`src/rtl/dec_stage1.sv`:
```
// De-whitening stage: 2-entry {last,data} buffer plus frame word counter with length check.
// One cycle from accept to valid_out when empty; ready_out is registered and drops when the buffer is full.
module dec_stage1 #(
  parameter logic [15:0] WHITEN_KEY = 16'hAAAA,
  parameter logic [7:0]  MAX_WORDS  = 8'd64
) (
  input  logic        clk,
  input  logic        rst,
  input  logic        valid_in,
  input  logic [15:0] in_data,
  input  logic        in_last,
  output logic        ready_out,
  output logic [15:0] out_data,
  output logic        out_last,
  output logic        valid_out,
  input  logic        ready_in,
  output logic [7:0]  word_cnt,
  output logic        frame_done,
  output logic        err_len
);

  localparam logic [0:0] IDLE = 1'b0;
  localparam logic [0:0] BODY = 1'b1;

  logic [16:0] ent0_q, ent0_d, ent1_q, ent1_d;
  logic [1:0]  occ_q, occ_d, occ_pop;
  logic        rdy_q;
  logic [0:0]  state_q, state_d;
  logic [7:0]  cnt_q, cnt_d;
  logic        done_q, done_d;
  logic        err_q, err_d;
  logic        accept, issue;
  logic [16:0] new_ent;

  assign accept  = valid_in && rdy_q;
  assign issue   = (occ_q != 2'd0) && ready_in;
  assign new_ent = {in_last, in_data ^ WHITEN_KEY};

  // ent0 is always the head; a pop shifts ent1 forward before the push lands.
  always_comb begin
    ent0_d  = ent0_q;
    ent1_d  = ent1_q;
    occ_pop = occ_q - {1'b0, issue};
    if (issue) begin
      ent0_d = ent1_q;
    end
    if (accept) begin
      if (occ_pop == 2'd0) begin
        ent0_d = new_ent;
      end else begin
        ent1_d = new_ent;
      end
    end
    occ_d = occ_pop + {1'b0, accept};
  end

  always_comb begin
    state_d = state_q;
    cnt_d   = cnt_q;
    done_d  = 1'b0;
    err_d   = err_q;
    if (accept) begin
      if (in_last) begin
        state_d = IDLE;
        cnt_d   = 8'd0;
        done_d  = 1'b1;
      end else if (cnt_q == MAX_WORDS - 8'd1) begin
        // Overlong frame: flag it, restart the count, still forward the word.
        state_d = IDLE;
        cnt_d   = 8'd0;
        err_d   = 1'b1;
      end else begin
        state_d = BODY;
        cnt_d   = cnt_q + 8'd1;
      end
    end
  end

  always_ff @(posedge clk or posedge rst) begin
    if (rst) begin
      ent0_q  <= 17'd0;
      ent1_q  <= 17'd0;
      occ_q   <= 2'd0;
      rdy_q   <= 1'b0;
      state_q <= IDLE;
      cnt_q   <= 8'd0;
      done_q  <= 1'b0;
      err_q   <= 1'b0;
    end else begin
      ent0_q  <= ent0_d;
      ent1_q  <= ent1_d;
      occ_q   <= occ_d;
      rdy_q   <= (occ_d < 2'd2);
      state_q <= state_d;
      cnt_q   <= cnt_d;
      done_q  <= done_d;
      err_q   <= err_d;
    end
  end

  assign valid_out  = (occ_q != 2'd0);
  assign out_data   = valid_out ? ent0_q[15:0] : 16'h0000;
  assign out_last   = valid_out && ent0_q[16];
  assign ready_out  = rdy_q;
  assign word_cnt   = cnt_q;
  assign frame_done = done_q;
  assign err_len    = err_q;

endmodule

```
`config.mk`:
```
export PLATFORM = sky130hd
export DESIGN_NAME = dec_stage1
export DESIGN_NICKNAME = d
export VERILOG_FILES = /design/src/rtl/dec_stage1.sv
export SDC_FILE = /design/constraint.sdc
export NUM_CORES = 1
export LEC_CHECK = 0
export BUFFER_PORTS_ARGS = -buffer_cell sky130_fd_sc_hd__buf_2
export CORE_MARGIN = 1.5
export CORE_UTILIZATION = 42
export CTS_CLUSTER_SIZE = 10
export DETAILED_ROUTE_END_ITERATION = 6
export RECOVER_POWER = 100
export SYNTH_ARGS = -nofsm -noshare
export SYNTH_HDL_FRONTEND = slang
export SYNTH_SLANG_ARGS = --single-unit
```
`constraint.sdc`:
```
create_clock -name clk -period 3 [get_ports clk]
set_input_delay 0.15 -clock clk [delete_from_list [all_inputs] [get_ports clk]]
set_output_delay 0.15 -clock clk [all_outputs]
set_load 0.01 [all_outputs]
```
== After elaboration in Yosys (flattened, before gate mapping) ==
Cells that the tools add are included.

* Register bits: 47
* Bits of input ports: 21
* Output and inout port bits: 29

* Add/subtract/negate cells: 3
* $lt $le $gt $ge: 1
* Eq/ne operators: 1
* Multiplexer cells: 8
* Bitwise gates (word level): 3
* Reductions and logical operators: 7

{| class="wikitable"
|+ Operators by type and width
! kind !! count
|-
| $mux 17 || 3
|-
| $mux 16 || 1
|-
| $mux 8 || 2
|-
| $add 8x1->8 const B || 1
|-
| $eq 8x6->1 const B || 1
|-
| $not 8->8 || 1
|-
| $logic_and 1x1->1 || 3
|-
| $reduce_and 3->1 || 1
|-
| $add 2x1->2 || 1
|-
| $logic_not 2->1 || 1
|-
| $lt 2x2->1 const B || 1
|-
| $mux 1 || 2
|-
| $not 1->1 || 2
|-
| $reduce_and 2->1 || 1
|-
| $reduce_bool 2->1 || 1
|-
| $sub 2x1->2 || 1
|}

== Longest topological paths before layout ==
* Depth after elaboration: 6
* Depth in mapped cells: 10
* Depth with buffers taken out: 8

== Worst setup path after synthesis ==
OpenSTA, ideal clock, no wires.

* Kind: reg-to-reg
* Start point: register occ_q[1]
* End point: register ent1_q[10]
* Setup time: 0.125 ns
* Arrival time: 2.044 ns
* Data required time: 2.875 ns
* Path slack: 0.832 ns
* Cell stages (with the launch flop): 9
* Buffers on the path: 2
* Path through: dfrtp_1 o21ai_4 buf_6 inv_1 ha_1 inv_1 o21ai_2 buf_6 mux2_2

* Word-level cells in the longest chain between the ends: 6

{| class="wikitable"
|+ Ends and longest elaborated chain
! what !! RTL line !! text
|-
| start: declaration || 26 || <nowiki>logic [1:0] occ_q, occ_d, occ_pop;</nowiki>
|-
| start signal: assignment || 83 || <nowiki>occ_q <= 2'd0;</nowiki>
|-
| start signal: assignment || 92 || <nowiki>occ_q <= occ_d;</nowiki>
|-
| $reduce_bool 2->1 || 36 || <nowiki>assign issue = (occ_q != 2'd0) && ready_in;</nowiki>
|-
| $logic_and 1x1->1 || 36 ||
|-
| $sub 2x1->2 (*) || 43 || <nowiki>occ_pop = occ_q - {1'b0, issue};</nowiki>
|-
| $logic_not 2->1 (*) || 48 || <nowiki>if (occ_pop == 2'd0) begin</nowiki>
|-
| $not 1->1 (no source line) (*) || -- ||
|-
| $reduce_and 2->1 (no source line) (*) || -- ||
|-
| end signal: assignment || 91 || <nowiki>ent1_q <= ent1_d;</nowiki>
|-
| end: declaration || 25 || <nowiki>logic [16:0] ent0_q, ent0_d, ent1_q, ent1_d;</nowiki>
|}

Mark *: on every way between the ends. The rest lies on a longest branch, timed or not.
A chain may end at the register's enable or synchronous reset.

== Worst setup path after layout ==
* Start point: register occ_q[1]
* End point: register ent0_q[15]

* Word-level cells in the longest chain between the ends: 6
* Elaborated cells on any way between the ends: 7

{| class="wikitable"
|+ Ends and longest elaborated chain
! what !! RTL line !! text
|-
| $reduce_bool 2->1 || 36 ||
|-
| $logic_and 1x1->1 || 36 ||
|-
| $sub 2x1->2 || 43 ||
|-
| $logic_not 2->1 || 48 ||
|-
| $mux 17 || 48 ||
|-
| $mux 17 (*) || 47 || <nowiki>if (accept) begin</nowiki>
|-
| net ent0_d[15] || 25 ||
|-
| end signal: assignment || 90 || <nowiki>ent0_q <= ent0_d;</nowiki>
|-
| end: declaration || 25 ||
|}

The timed path passes the listed nets; every way through them passes the cells marked *.

==> impl_metrics.ini <==
[outcome]
status = finished, violations left
violations = capacitance limit, slew limit

[yosys]
synth-seq-cells = 47
synth_edf_count = 0
ys.flop_type = dfrtp_1
ys_warn_count = 0
synth_area_leaders = dfrtp_1, mux2_2, mux2i_1
seq_area_frac_synth_pct = 52.0
yosysTopAreaCellShare_pct = 52.0
synth_cells = 205
yosysTopAreaCell = dfrtp_1
synth_cell_types = 30
syn_area_sq_um = 2260
synth_async_sr_flop_share_pct = 100
syn-num-nets = 229
synth_area_per_cell_sq_um = 11.0

[critical_path]
r2r_setup_slack_ps = 600
cp-endpoint = ent0_q[15]$_DFF_PP0_
worst-setup-path-type = reg2reg
path_max_fanout = 18
critPathRequiredTime_ps = 3170
r2r_cells = 8
r2r-end = ent0_q[15]$_DFF_PP0_
start_kind = register
cp.arrival_ps = 2570
cp-end-kind = register
timing.rr.start = occ_q[1]$_DFF_PP0_
cp-startpoint = occ_q[1]$_DFF_PP0_

[final_layout]
nets = 279
num_antenna_cells = 0
synthToLayoutAreaGrowth_pct = 12.9
mostFrequentLayoutCells = dfrtp_1, clkbuf_1, nand2_1, o21ai_0, buf_2
stdcell_area_sq_um = 2550
fin_cells = 326
finish.utilization_pct = 49.6
final_common_cell = dfrtp_1
drive_gt1_share_pct = 19.5

[sta]
layout_setup_ws_ps = 604
rsz0062_at_grt = false
worst_pin_slew_ps = 1730
fin_hold_ws_ps = 33.3
hold_violations = 0
clock_skew_ps = 4.96
finalSetupViolations = 0
max_clock_freq_mhz = 417
fin_crit_sh_pct = 79.9
tns_ps = 0
period_needed_ps = 2400
slew-limit-headroom_pct = -15.5
drv_slew = 48

[clocking]
clock_latency_ps = 300
postCtsHoldBufs = 0
cts_tree = yes
numCtsBuffers = 5
clockRootBuffer = clkbuf_8
clk_pin_slew_ps = 90
cts_resized = 0
numClockSinks = 47
clockBufferDepth = 2
cts-htree-levels = 2
cts_setup_buffers = 0

[pwr]
p_leak_nw = 1.26
power.total_mw = 2.48
power_density_nw_per_um2 = 973
peakVddDrop_uv = 306

[die]
die_area_sq_um = 5830
die_w_microns = 76.4
fp.dieH_microns = 76.4
io_pins = 50
num_rows = 26
core_area_sq_um = 5140
initial_core_util_pct = 44.0

[route]
vias = 1570
ant_nets = 0
drt_iter0_drc = 78
wire_per_inst_microns = 13.1
wirelength_mm = 4.26
drc = 0
dr.pass1.iters = 4
avgViaCountPerCell = 4.82

[place]
placed_area_sq_um = 2540
dp_hpwl_mm = 2.85
gp_congestion = 0.732
io_buffers = 49
placedCellCount = 318
pre_cts_slack_ps = 777

[hold_path]
hold_class = in2reg

[grt]
grt_max_degree = 48
antenna_found_initial = 0
grt_use_total_pct = 15.8
grt_pass1_wl_mm = 7.18
grt_pass1_vias = 1462
grt-ovfl-total = 0

[flow_run]
cap_violations = 1
## worst min path at each step
stage | depth (start not counted) | end | startpoint | slack (ps)
floorplan | 1 | ent0_q[15]$_DFF_PP0_ | in_data[15] | 230
detailed placement | 2 | ent0_q[7]$_DFF_PP0_ | in_data[7] | 340
finish | 2 | ent0_q[11]$_DFF_PP0_ | in_data[11] | 30
global route | 2 | ent0_q[11]$_DFF_PP0_ | in_data[11] | 20
CTS | 2 | ent0_q[7]$_DFF_PP0_ | in_data[7] | 10
global placement | 2 | ent0_q[9]$_DFF_PP0_ | in_data[9] | 340
## layer usage
metal	vias up	share of wire (%)	track usage [%]
met5	-	0	0
met4	0	1.7	6.67
met3	7	5.3	4.19
met2	37	45	24.6
met1	730	48	20.8
li1	796	-	-
## cells by family after synthesis
family,Yosys count,share of synthesized area (%)
and+or+nand+nor,68,15.6
DFF,47,52.0
AOI/OAI and AO/OA,41,12.2
muxes,27,12.9
buffers and inverters,17,4.82
adders and majority gates,3,1.66
xor gates and xnor gates,2,0.775
## sequential cells by signal, indices dropped and copies added (netlist names)
name and flops:
ent1_q 17, frame_done 1, occ_q 2, err_len 1, word_cnt 8, ent0_q 17, ready_out 1
## cells in the mapped netlist (4+ instances only)
library cell and number:
nor2b_1 5, inv_1 7, o21ai_0 15, dfrtp_1 47, and2b_1 13, mux2i_1 10, a21oi_1 9, o21ai_2 9
nand2_1 23, clkbuf_1 4, nor2_1 15, mux2_2 17, buf_6 6
## power by group
part | internal (mW) | leakage (nW) | switching (mW) | total, mW
sequential | 0.908 | 0.582 | 0.142 | 1.05
clock | 0.189 | 0.0484 | 0.212 | 0.401
combinational | 0.477 | 0.631 | 0.555 | 1.03
## cell type report
cell class / count / area [sq um]
fillers: 539 / 2590
flip-flops and latches: 47 / 1180
multi-input cells: 141 / 936
repair buffers: 53 / 230
well taps: 70 / 87.6
clock buffers: 7 / 86.3
inverters: 7 / 26.3
clock inverters: 1 / 8.76
## critical path, cell delays in order (launching register included)
cell,delay [ps]
dfrtp_1,440
o21ai_0,250
inv_1,80
ha_1,270
inv_1,60
or3_1,610
clkbuf_2,360
nand2_1,110
o21ai_0,90
No activity file was read; power rests on OpenSTA's default activity.
